===== config.mk =====
export PLATFORM = sky130hd
export DESIGN_NAME = img_win3x3
export DESIGN_NICKNAME = d
export VERILOG_FILES = /design/src/rtl/img_pkg.sv /design/src/rtl/line_buf.sv /design/src/rtl/img_win3x3.sv
export SDC_FILE = /design/constraint.sdc
export NUM_CORES = 1
export LEC_CHECK = 0
export CORE_ASPECT_RATIO = 1.5
export CORE_MARGIN = 5
export CORE_UTILIZATION = 25
export DETAILED_ROUTE_END_ITERATION = 16
export GPL_TIMING_DRIVEN = 0
export SLEW_MARGIN = 25
export SYNTH_ARGS = -nofsm -noshare
export SYNTH_HDL_FRONTEND = slang
export SYNTH_SLANG_ARGS = --single-unit

===== constraint.sdc =====
create_clock -name clk -period 8.2 [get_ports clk]
set_clock_uncertainty 0.15 [all_clocks]
set_input_delay 1.64 -clock clk [delete_from_list [all_inputs] [get_ports clk]]
set_output_delay 1.64 -clock clk [all_outputs]
set_load 0.005 [all_outputs]

===== src/rtl/img_pkg.sv =====
// Shared constants, FSM state type and window pixel indexing for the 3x3 frame-readout stage.
package img_pkg;
    localparam int IMG_W     = 28;
    localparam int IMG_H     = 28;
    localparam int FRAME_PIX = IMG_W * IMG_H;
    localparam int PIX_W     = 8;
    localparam int WIN_N     = 3;
    localparam int WIN_W     = WIN_N * WIN_N * PIX_W;

    typedef enum logic [1:0] {
        ST_IDLE,
        ST_READ,
        ST_DRAIN,
        ST_DONE
    } state_t;

    // MSB of window pixel (i,j): row-major, pixel (0,0) in the top byte.
    function automatic int win_msb(input int i, input int j);
        return WIN_W - 1 - PIX_W * (WIN_N * i + j);
    endfunction
endpackage


===== src/rtl/line_buf.sv =====
// DEPTH-entry shift delay line: dout is the sample pushed DEPTH enables ago, advanced only on en.
module line_buf
    import img_pkg::*;
#(
    parameter int DEPTH = IMG_W
) (
    input  logic             clk,
    input  logic             rst_n,
    input  logic             en,
    input  logic [PIX_W-1:0] din,
    output logic [PIX_W-1:0] dout
);
    logic [PIX_W-1:0] mem_q [DEPTH];
    logic [PIX_W-1:0] mem_d [DEPTH];

    always_comb begin
        mem_d = mem_q;
        if (en) begin
            mem_d[0] = din;
            for (int i = 1; i < DEPTH; i++) begin
                mem_d[i] = mem_q[i-1];
            end
        end
    end

    always_ff @(posedge clk or negedge rst_n) begin
        if (!rst_n) begin
            for (int i = 0; i < DEPTH; i++) begin
                mem_q[i] <= '0;
            end
        end else begin
            mem_q <= mem_d;
        end
    end

    assign dout = mem_q[DEPTH-1];
endmodule


===== src/rtl/img_win3x3.sv =====
// Reads a frame from RAM on start and streams all 3x3 windows; first window 61 cycles after start, 1 pixel/cycle,
// reads throttled by a 2-entry skid buffer under win_ready backpressure. IMG_WIN_BIN_EN thresholds pixels on entry.
module img_win3x3
    import img_pkg::*;
#(
    parameter int         ADDR_W     = 10,
    parameter logic [7:0] BIN_THRESH = 8'd128
) (
    input  logic              clk,
    input  logic              rst_n,
    input  logic              start,
    output logic              ram_rd_en,
    output logic [ADDR_W-1:0] ram_rd_addr,
    input  logic [7:0]        ram_rd_data,
    output logic [71:0]       win,
    output logic [4:0]        win_row,
    output logic [4:0]        win_col,
    output logic              win_valid,
    input  logic              win_ready,
    output logic              win_last,
    output logic              busy,
    output logic              done
);
    localparam logic [ADDR_W-1:0] LAST_ADDR = ADDR_W'(FRAME_PIX - 1);
    localparam logic [4:0]        COL_LAST  = 5'(IMG_W - 1);
    localparam logic [4:0]        ROW_LAST  = 5'(IMG_H - 1);
    localparam logic [4:0]        EDGE      = 5'd2;

    state_t state_q, state_d;
    logic [ADDR_W-1:0] addr_q, addr_d;
    logic inflight_q, inflight_d;
    logic [PIX_W-1:0] skid0_q, skid0_d, skid1_q, skid1_d;
    logic [1:0] skid_cnt_q, skid_cnt_d;
    logic [4:0] col_q, col_d, row_q, row_d;
    logic [WIN_N-1:0][WIN_N-1:0][PIX_W-1:0] sh_q, sh_d;
    logic [WIN_W-1:0] win_q, win_d;
    logic [4:0] win_row_q, win_row_d, win_col_q, win_col_d;
    logic win_valid_q, win_valid_d, win_last_q, win_last_d;

    logic rd_issue, start_acc, src_vld, pop, emit;
    logic [PIX_W-1:0] pix_in, src_pix, lb1_out, lb2_out;

`ifdef IMG_WIN_BIN_EN
    assign pix_in = (ram_rd_data >= BIN_THRESH) ? 8'hFF : 8'h00;
`else
    assign pix_in = ram_rd_data;
    logic unused_thresh;
    assign unused_thresh = ^BIN_THRESH;
`endif

    always_ff @(posedge clk or negedge rst_n) begin
        if (!rst_n) begin
            state_q <= ST_IDLE;
        end else begin
            state_q <= state_d;
        end
    end

    always_comb begin
        state_d = state_q;
        case (state_q)
            ST_IDLE:  if (start) state_d = ST_READ;
            ST_READ:  if (rd_issue && addr_q == LAST_ADDR) state_d = ST_DRAIN;
            ST_DRAIN: if (!inflight_q && skid_cnt_q == 2'd0 && win_valid_q && win_ready && win_last_q)
                          state_d = ST_DONE;
            default:  state_d = ST_IDLE;
        endcase
    end

    // A read is issued only if the skid can still absorb it alongside the one already in flight.
    always_comb begin
        rd_issue  = 1'b0;
        start_acc = 1'b0;
        busy      = 1'b0;
        done      = 1'b0;
        case (state_q)
            ST_IDLE:  start_acc = start;
            ST_READ: begin
                busy     = 1'b1;
                rd_issue = ({1'b0, skid_cnt_q} + {2'b00, inflight_q}) < 3'd2;
            end
            ST_DRAIN: busy = 1'b1;
            default:  done = 1'b1;
        endcase
    end

    always_comb begin
        addr_d = addr_q;
        if (start_acc) begin
            addr_d = '0;
        end else if (rd_issue) begin
            addr_d = (addr_q == LAST_ADDR) ? '0 : addr_q + ADDR_W'(1);
        end
        inflight_d = rd_issue;
    end

    always_comb begin
        src_vld = (skid_cnt_q != 2'd0) || inflight_q;
        src_pix = (skid_cnt_q != 2'd0) ? skid0_q : pix_in;
        pop     = src_vld && (!win_valid_q || win_ready);
        emit    = pop && (row_q >= EDGE) && (col_q >= EDGE);
    end

    // Returning data bypasses the skid when it is empty and the pixel is consumed the same cycle.
    always_comb begin
        skid0_d    = skid0_q;
        skid1_d    = skid1_q;
        skid_cnt_d = skid_cnt_q;
        if (pop && skid_cnt_q != 2'd0) begin
            skid0_d    = skid1_q;
            skid_cnt_d = skid_cnt_q - 2'd1;
        end
        if (inflight_q && !(pop && skid_cnt_q == 2'd0)) begin
            if (skid_cnt_d == 2'd0) begin
                skid0_d = pix_in;
            end else begin
                skid1_d = pix_in;
            end
            skid_cnt_d = skid_cnt_d + 2'd1;
        end
    end

    line_buf #(.DEPTH(IMG_W)) u_lb1 (
        .clk  (clk),
        .rst_n(rst_n),
        .en   (pop),
        .din  (src_pix),
        .dout (lb1_out)
    );

    line_buf #(.DEPTH(IMG_W)) u_lb2 (
        .clk  (clk),
        .rst_n(rst_n),
        .en   (pop),
        .din  (lb1_out),
        .dout (lb2_out)
    );

    always_comb begin
        col_d = col_q;
        row_d = row_q;
        sh_d  = sh_q;
        if (start_acc) begin
            col_d = '0;
            row_d = '0;
        end else if (pop) begin
            for (int i = 0; i < WIN_N; i++) begin
                sh_d[i][0] = sh_q[i][1];
                sh_d[i][1] = sh_q[i][2];
            end
            sh_d[0][2] = lb2_out;
            sh_d[1][2] = lb1_out;
            sh_d[2][2] = src_pix;
            if (col_q == COL_LAST) begin
                col_d = '0;
                row_d = (row_q == ROW_LAST) ? 5'd0 : row_q + 5'd1;
            end else begin
                col_d = col_q + 5'd1;
            end
        end
    end

    always_comb begin
        win_d       = win_q;
        win_row_d   = win_row_q;
        win_col_d   = win_col_q;
        win_last_d  = win_last_q;
        win_valid_d = win_valid_q && !win_ready;
        if (emit) begin
            for (int i = 0; i < WIN_N; i++) begin
                for (int j = 0; j < WIN_N; j++) begin
                    win_d[win_msb(i, j) -: PIX_W] = sh_d[i][j];
                end
            end
            win_row_d   = row_q - EDGE;
            win_col_d   = col_q - EDGE;
            win_last_d  = (row_q == ROW_LAST) && (col_q == COL_LAST);
            win_valid_d = 1'b1;
        end
    end

    always_ff @(posedge clk or negedge rst_n) begin
        if (!rst_n) begin
            addr_q      <= '0;
            inflight_q  <= 1'b0;
            skid0_q     <= '0;
            skid1_q     <= '0;
            skid_cnt_q  <= '0;
            col_q       <= '0;
            row_q       <= '0;
            sh_q        <= '0;
            win_q       <= '0;
            win_row_q   <= '0;
            win_col_q   <= '0;
            win_valid_q <= 1'b0;
            win_last_q  <= 1'b0;
        end else begin
            addr_q      <= addr_d;
            inflight_q  <= inflight_d;
            skid0_q     <= skid0_d;
            skid1_q     <= skid1_d;
            skid_cnt_q  <= skid_cnt_d;
            col_q       <= col_d;
            row_q       <= row_d;
            sh_q        <= sh_d;
            win_q       <= win_d;
            win_row_q   <= win_row_d;
            win_col_q   <= win_col_d;
            win_valid_q <= win_valid_d;
            win_last_q  <= win_last_d;
        end
    end

    assign ram_rd_en   = rd_issue;
    assign ram_rd_addr = addr_q;
    assign win         = win_q;
    assign win_row     = win_row_q;
    assign win_col     = win_col_q;
    assign win_valid   = win_valid_q;
    assign win_last    = win_last_q;
endmodule

==> summary.md, run 1 <==
| Metric | Value |
|---|---|
| Fill count | `10.2k` |
| Number of global-route vias before repair | `16.9k` |
| Final Hold Vio Count | `0` |
| Peak fanout along the critical path | `10` |
| CP top delay family | `buffers and inverters` |
| Final Instance Area | `29700 µm²` |
| Clock Sink Count | `645` |
| EDFF count, synth | `0` |
| Max VDD drop | `0.199 mV` |
| Final Non-Filler Cells | `3980` |
| Drt wl/cell | `13.2 µm` |
| Post-CTS Hold Buffers | `0` |
| Sequential share of the synthesized area | `65.1%` |
| Htree depth | `2` |
| Leakage power | `15.5 nW` |
| Pwr dens | `363 nW/µm²` |
| Status | `completed` |
| Synthesis-stage register bit count | `645` |
| Max-slew headroom | `44.3%` |
| Vias per cell | `4.12` |
| FF-to-FF path depth | `9` |
| Crit path buf inv count | `3` |
| DIE HEIGHT | `396 µm` |
| WP data required | `8.53 ns` |
| DIE AREA | `106000 µm²` |
| Synthesis-to-layout area growth | `20.0%` |
| Initial antenna violation count | `0` |
| Post-Synthesis Cells | `2470` |
| Worst slack at placement | `3.45 ns` |
| Reg area | `16100 µm²` |
| CP Class | `in2reg` |
| Hpwl dp | `36.4 mm` |
| Slowest CP cell | `nor2_1` |
| Synth Cell Area | `24800 µm²` |
| Synth warn | `0` |
| Setup Buffers After CTS | `0` |
| Cells after DPL | `3872` |
| Post-synthesis net count | `2498` |
| Yosys cell types | `45` |
| Fin Setup TNS | `0 ns` |
| Setup Viol. Count Final | `0` |
| Ys flop type | `dfrtp_1` |
| Starting DRT DRC Count | `1020` |
| Startpoint types | `input port` |
| Final Cycle Share | `50.9%` |
| Cell repeated most along the worst path | `nor2_1` |
| ANT cells | `0` |
| Hold Crit Class | `reg2reg` |
| Global-route wire length before repair | `88.6 mm` |
| Max Clk Rate | `240 MHz` |
| Share of layout cells above drive strength 1 | `10.1%` |
| NumNets Final | `2676` |
| Worst setup EP type | `flop` |
| Post-CTS sizing | `0` |
| Final wirelength | `52.4 mm` |
| Fin crit period | `4.17 ns` |
| GRT Overall Usage | `9.95%` |
| Placed cell areas | `27700 µm²` |
| TritonCTS clock tree | `done` |
| CTS Buffer Depth | `3` |
| Port bufs | `108` |
| Largest stage delay on the critical path | `0.61 ns` |
| Standard-cell row count | `141` |
| Detail Route Antenna Nets | `0` |
| Worst Path Arrival | `4.51 ns` |
| Largest net degree at the start of global routing | `93` |
| Final WS setup | `4.03 ns` |
| Pins Over Slew Limit | `0` |
| Clock latency on the worst-skew pair | `0.64 ns` |
| Internal reg-to-reg setup slack | `4.76 ns` |
| Core Util, Final | `30.2%` |
| Area of the multi-input gates | `8030 µm²` |
| RSZ-0062 raised after global routing | `false` |
| Total CTS buffers | `61` |
| Clk root buf | `clkbuf_16` |
| DR vias | `16.4k` |
| Drc violations | `0` |
| Async set-reset flop share out of synthesis | `100%` |
| Gr ovfl total | `0` |
| I/O pin cnt | `109` |
| Clk slew on worst S/H paths | `0.06 ns` |
| Syn_area_per_cell | `10.0 µm²` |
| Area of the core | `98400 µm²` |
| Worst hold stages | `2` |
| Initial Util | `25.2%` |
| Worst path depth | `9` |
| DRT Pass-1 Iters | `5` |
| Critical path, cell by cell | `clkdlybuf4s50_1 > nor2b_1 > buf_2 > nor2_1 > buf_1 > o21ai_0 > ha_1 > nor2_1 > mux2_2` |
| Die Wd | `267 µm` |
| GP Congestion | `0.756` |
| Max_cap viols | `0` |
| Worst-Margin Slew | `0.832 ns` |
==> path summary, 6_finish.rpt <==
path | start | endpoint
max | win_ready | skid1_q[3]
max reg2reg | skid_cnt_q[0] | skid1_q[3]
min reg2reg | u_lb2.mem_q[77] | u_lb2.mem_q[69]
min in group asynchronous | rst_n | ram_rd_addr[1]
min | u_lb2.mem_q[77] | u_lb2.mem_q[69]
max in group asynchronous | rst_n | sh_q[41]
==> worst reg2reg max path, stage by stage, from the launching register on <==
cell and delay, ns:
dfrtp_1 0.43, inv_1 0.06, ha_1 0.22, clkbuf_1 0.23, nor2_1 0.22, buf_1 0.57, o21ai_0 0.17, ha_1 0.24
nor2_1 0.61, mux2_2 0.41
==> layout by cell type (no fill, tap or decap), types with 3 or more instances in the layout <==
cell type / n
buf_6: 4
clkbuf_8: 15
nand4_1: 3
bufinv_16: 5
nand2b_1: 9
nand3_1: 14
clkinv_2: 13
buf_1: 5
a22o_1: 9
clkbuf_1: 74
mux2_1: 40
mux2_2: 105
or3_1: 3
a21oi_1: 25
xnor2_1: 12
nor3_1: 6
buf_2: 52
clkdlybuf4s50_1: 107
clkbuf_16: 61
nand2_1: 1350
ha_1: 16
o21ai_0: 16
mux2i_1: 13
buf_16: 7
dfrtp_1: 645
nor2b_1: 3
inv_1: 11
a21o_1: 8
nor2_1: 28
==> synth_stat cells (all sizes together), types with 2 or more instances <==
cell    count  share of area, %
a211oi      2             0.061
a21o        8              0.24
a21oi      25              0.50
a221o       2             0.081
a22o        9              0.32
and4        2             0.071
buf        61               1.3
clkbuf     66               1.0
dfrtp     645                65
ha         16              0.81
inv        11              0.17
mux2      146               6.6
mux2i      13              0.53
nand2    1350                20
nand2b      9              0.23
nand3      14              0.28
nand4       3             0.076
nor2       29              0.47
nor2b       3             0.076
nor3        7              0.16
nor3b       2             0.061
nor4        2             0.050
o21ai      16              0.32
or3         3             0.076
xnor2      12              0.42
==> cells by family after synthesis <==
kind of cell	after synthesis	share of synthesized area, %
mux	159	7.17
compound gates	68	1.73
fa+ha+maj	16	0.808
xor+xnor	13	0.459
buf+inv	138	2.47
flops	645	65.1
simple gates	1431	22.2
==> registers in the layout (all words and copies together) (netlist names), 2 cells and up <==
signal,cells
u_lb2.dout,8
u_lb1.dout,8
state_q,2
u_lb1.mem_q,216
skid0_q,8
sh_q,72
skid_cnt_q,2
win,72
ram_rd_addr,10
win_col,5
u_lb2.mem_q,216
row_q,5
col_q,5
win_row,5
skid1_q,8
==> where the power goes <==
group / total [mW] / internal, mW / switching [mW]
sequential: 4.75 / 4.17 / 0.572
clock: 2.89 / 1.66 / 1.23
combinational: 3.17 / 1.23 / 1.93
total: 10.8 / 7.07 / 3.73
==> routing by layer <==
metal  track usage [%]  vias up  part of all wire (%)
met5                 0        -                     0
met4              2.73        0                   2.4
met3              2.13       74                   4.5
met2              18.2      195                    52
met1              11.7     8065                    41
li1                  -     8070                     -
==> per-stage QoR <==
stage               hold slack, ns  power, mW
global route                 0.322       11.6
floorplan                    0.289       6.75
global placement             0.297       7.99
finish                       0.295       10.8
detailed placement           0.297       8.04
CTS                          0.291       11.0
==> layout make-up <==
type	count	area share, %
sequential	645	54.3
multi-input combinational	1687	27.0
clock buffer	84	5.93
tap	1287	5.42
timing repair buffer	115	4.30
buffer	127	1.92
clock inverter	24	1.00
inverter	11	0.139
Note: power is estimated with default switching activity, not from simulation.
==> inputs of run 2 (changes only) <==
- clock period: 8.2 -> 4.21 ns (I/O delays scaled with it)
==> results of run 2 <==
The final DEF is identical to that of run 1. Status: completed.
Among the figures that moved: setup slack after placement 3.45 ns -> 0.258 ns; setup slack after layout 4.03 ns -> 0.773 ns; hold slack 0.295 ns -> 0.0316 ns; start point of the critical path win_ready -> skid_cnt_q[0]; register-to-register setup slack 4.76 ns -> 0.77 ns; total power 10.8 mW -> 21.0 mW; worst IR drop on VDD 0.199 mV -> 0.387 mV
==> inputs of run 3 (changes only) <==
- clock period: 4.21 -> 3.3 ns (I/O delays scaled with it)
==> summary.md, run 3 (synthesis gave the netlist of run 1 again) <==
| Metric | Value |
|---|---|
| Status | `completed` |
| Starting DRT DRC Count | `1047 (+2.6%)` |
| Final Instance Area | `29700 µm² (about the same)` |
| Die Wd | `267 µm (unchanged)` |
| NumNets Final | `2677 (+0.037%)` |
| Commonest non-fill, non-tap cells in the layout | `1350 x nand2_1, 645 x dfrtp_1, 107 x clkdlybuf4s50_1, 105 x mux2_2, 74 x clkbuf_1` |
| Setup Viol. Count Final | `0 (unchanged)` |
| Fin crit period | `3.06 ns` |
| Max VDD drop | `0.493 mV` |
| RSZ-0062 raised after global routing | `false` |
| Pins Over Slew Limit | `0 (unchanged)` |
| Clock Sink Count | `645 (unchanged)` |
| Commonest non-fill, non-tap cell in the layout | `nand2_1` |
| Area of the multi-input gates | `8030 µm² (about the same)` |
| Gr ovfl total | `0 (unchanged)` |
| GRT Overall Usage | `9.95% (about the same)` |
| Pint | `17.6 mW` |
| Hold Crit Class | `reg2reg` |
| Leakage power | `15.5 nW (about the same)` |
| Detail Route Antenna Nets | `0 (unchanged)` |
| Share of layout cells above drive strength 1 | `10.2% (+0.070 points)` |
| WP data required | `3.68 ns` |
| Worst-Margin Slew | `0.832 ns (+0.0000303 ns)` |
| Comb pwr share | `29.4% (about the same)` |
| Clk root buf | `clkbuf_16` |
| I/O pin cnt | `109 (unchanged)` |
| Worst Path Arrival | `3.44 ns` |
| Fin Setup TNS | `0 ns (unchanged)` |
| DIE AREA | `106000 µm² (unchanged)` |
| Cells after DPL | `3872 (unchanged)` |
| Max-slew headroom | `44.3% (about the same)` |
| Final wirelength | `52.5 mm (+0.10%)` |
| Drc violations | `0 (unchanged)` |
| Port bufs | `108 (unchanged)` |
| Reg area | `16100 µm² (unchanged)` |
| Crit path buf inv count | `4 (+1)` |
| TritonCTS clock tree | `done` |
| Max_cap viols | `0 (unchanged)` |
| Critical path, cell by cell | `inv_1 > ha_1 > clkbuf_1 > nor2_1 > clkbuf_2 > nand2_1 > o21ai_0 > ha_1 > nand3_1 > clkbuf_1 > nor2_1 > a21oi_1` |
| Hpwl dp | `36.4 mm (unchanged)` |
| Htree depth | `2 (unchanged)` |
| Sw frac | `34.5%` |
| Peak fanout along the critical path | `10 (unchanged)` |
| Initial Util | `25.2% (unchanged)` |
| Largest net degree at the start of global routing | `93 (unchanged)` |
| Pwr dens | `902 nW/µm²` |
| Placed cell areas | `27700 µm² (unchanged)` |
| Flop pwr share | `43.9% (about the same)` |
| DR vias | `16.5k (+0.31%)` |
| DIE HEIGHT | `396 µm (unchanged)` |
| Core Util, Final | `30.2% (about the same)` |
| Clk slew on worst S/H paths | `0.06 ns (about the same)` |
| Switching power | `9.27 mW` |
| Clock power share | `26.7% (about the same)` |
| Worst setup EP type | `flop` |
| Largest registers | `u_lb1.mem_q x216, u_lb2.mem_q x216` |
| Largest stage delay on the critical path | `0.43 ns (-0.18 ns)` |
| Total CTS buffers | `61 (unchanged)` |
| ANT cells | `0 (unchanged)` |
| Final Non-Filler Cells | `3981 (+0.025%)` |
| Final Cycle Share | `92.6%` |
| Initial antenna violation count | `0 (unchanged)` |
| Fill count | `10.2k (unchanged)` |
| Startpoint types | `flop` |
| CP Class | `reg2reg` |
| Vias per cell | `4.13 (+0.29%)` |
| GP Congestion | `0.756 (unchanged)` |
| Standard-cell row count | `141 (unchanged)` |
| Synthesis-to-layout area growth | `20.0% (about the same)` |
| Number of global-route vias before repair | `16.9k (-0.024%)` |
| Fin Hold WS | `0.297 ns` |
| Clock latency on the worst-skew pair | `0.64 ns (about the same)` |
| Slowest CP cell | `dfrtp_1` |
| CP top delay family | `buffers and inverters` |
| CTS Buffer Depth | `3 (unchanged)` |
| Area of the core | `98400 µm² (unchanged)` |
| Global-route wire length before repair | `88.6 mm (about the same)` |
| Max Clk Rate | `327 MHz` |
| DRT Pass-1 Iters | `5 (unchanged)` |
| Final Hold Vio Count | `0 (unchanged)` |
| Drt wl/cell | `13.2 µm (about the same)` |
[run 3: cell types whose count changed in the layout (fill, tap and decap cells not counted)]
cell,delta
buf_1,-1
clkbuf_2,+1
dlygate4sd3_1,+1
nor2_1,-1
nor2_2,+1
[run 3: what timing repair did]
item | 4_1_cts | 5_1_grt
gates resized for setup | 1 | 1
setup endpoints to repair | 8 | 16
endpoints found under the hold margin | 65 | 0
buffers inserted | 0 | 0
hold buffers | 1 | 0
[run 3: metrics by stage]
step                      total power [mW]  setup slack, ns
after detailed placement              20.0           -0.470
after global routing                  28.8          0.00493
after global placement                19.9           -27.88
final                                 26.8            0.245
after CTS                             27.3           0.0104
after floorplan                       16.8            0.490
[run 3: final timing paths]
| path | startpoint | to | slack, ns | cells after the start |
|---|---|---|---|---|
| worst max-delay path | skid_cnt_q[0] | skid0_q[6] | 0.24 | 12 |
| worst min-delay path | u_lb2.mem_q[66] | u_lb2.mem_q[58] | 0.30 | 2 |
| worst max register to register | skid_cnt_q[0] | skid0_q[6] | 0.24 | 12 |
| worst min register to register | u_lb2.mem_q[66] | u_lb2.mem_q[58] | 0.30 | 2 |
| max in group asynchronous | rst_n | sh_q[41] | 0.92 | 5 |
| min in group asynchronous | rst_n | ram_rd_addr[1] | 0.44 | 2 |
[run 3: area by class of cell]
| cell class | instances | area share (%) |
|---|---|---|
| Timing Repair Buffer | 116 | 4.33 |
| Inverter | 11 | 0.139 |
| Clock inverter | 24 | 1.00 |
| Multi-Input combinational cell | 1687 | 27.0 |
| Sequential cell | 645 | 54.3 |
| Clock buffer | 84 | 5.93 |
| Buffer | 127 | 1.93 |
| Tap cell | 1287 | 5.41 |
[run 3: per-layer routing]
| layer | part of all wire (%) | track usage, % |
|---|---|---|
| met5 | 0 | 0 |
| met4 | 2.4 | 2.73 |
| met3 | 4.5 | 2.13 |
| met2 | 52 | 18.2 |
| met1 | 41 | 11.7 |
[run 3: worst min-delay path: stages, from the launching register on]
cell and delay [ns]:
dfrtp_1 0.34, nand2_1 0.05, nand2_1 0.05
[run 3: power by group through the flow]
stage	logic, mW	clock network [mW]	registers (mW)
final	7.88	7.17	11.8
after global routing	9.02	7.66	12.1
after CTS	8.10	7.37	11.8
after detailed placement	8.05	0	11.9
after global placement	7.88	0	12.0
after floorplan	5.30	0	11.5
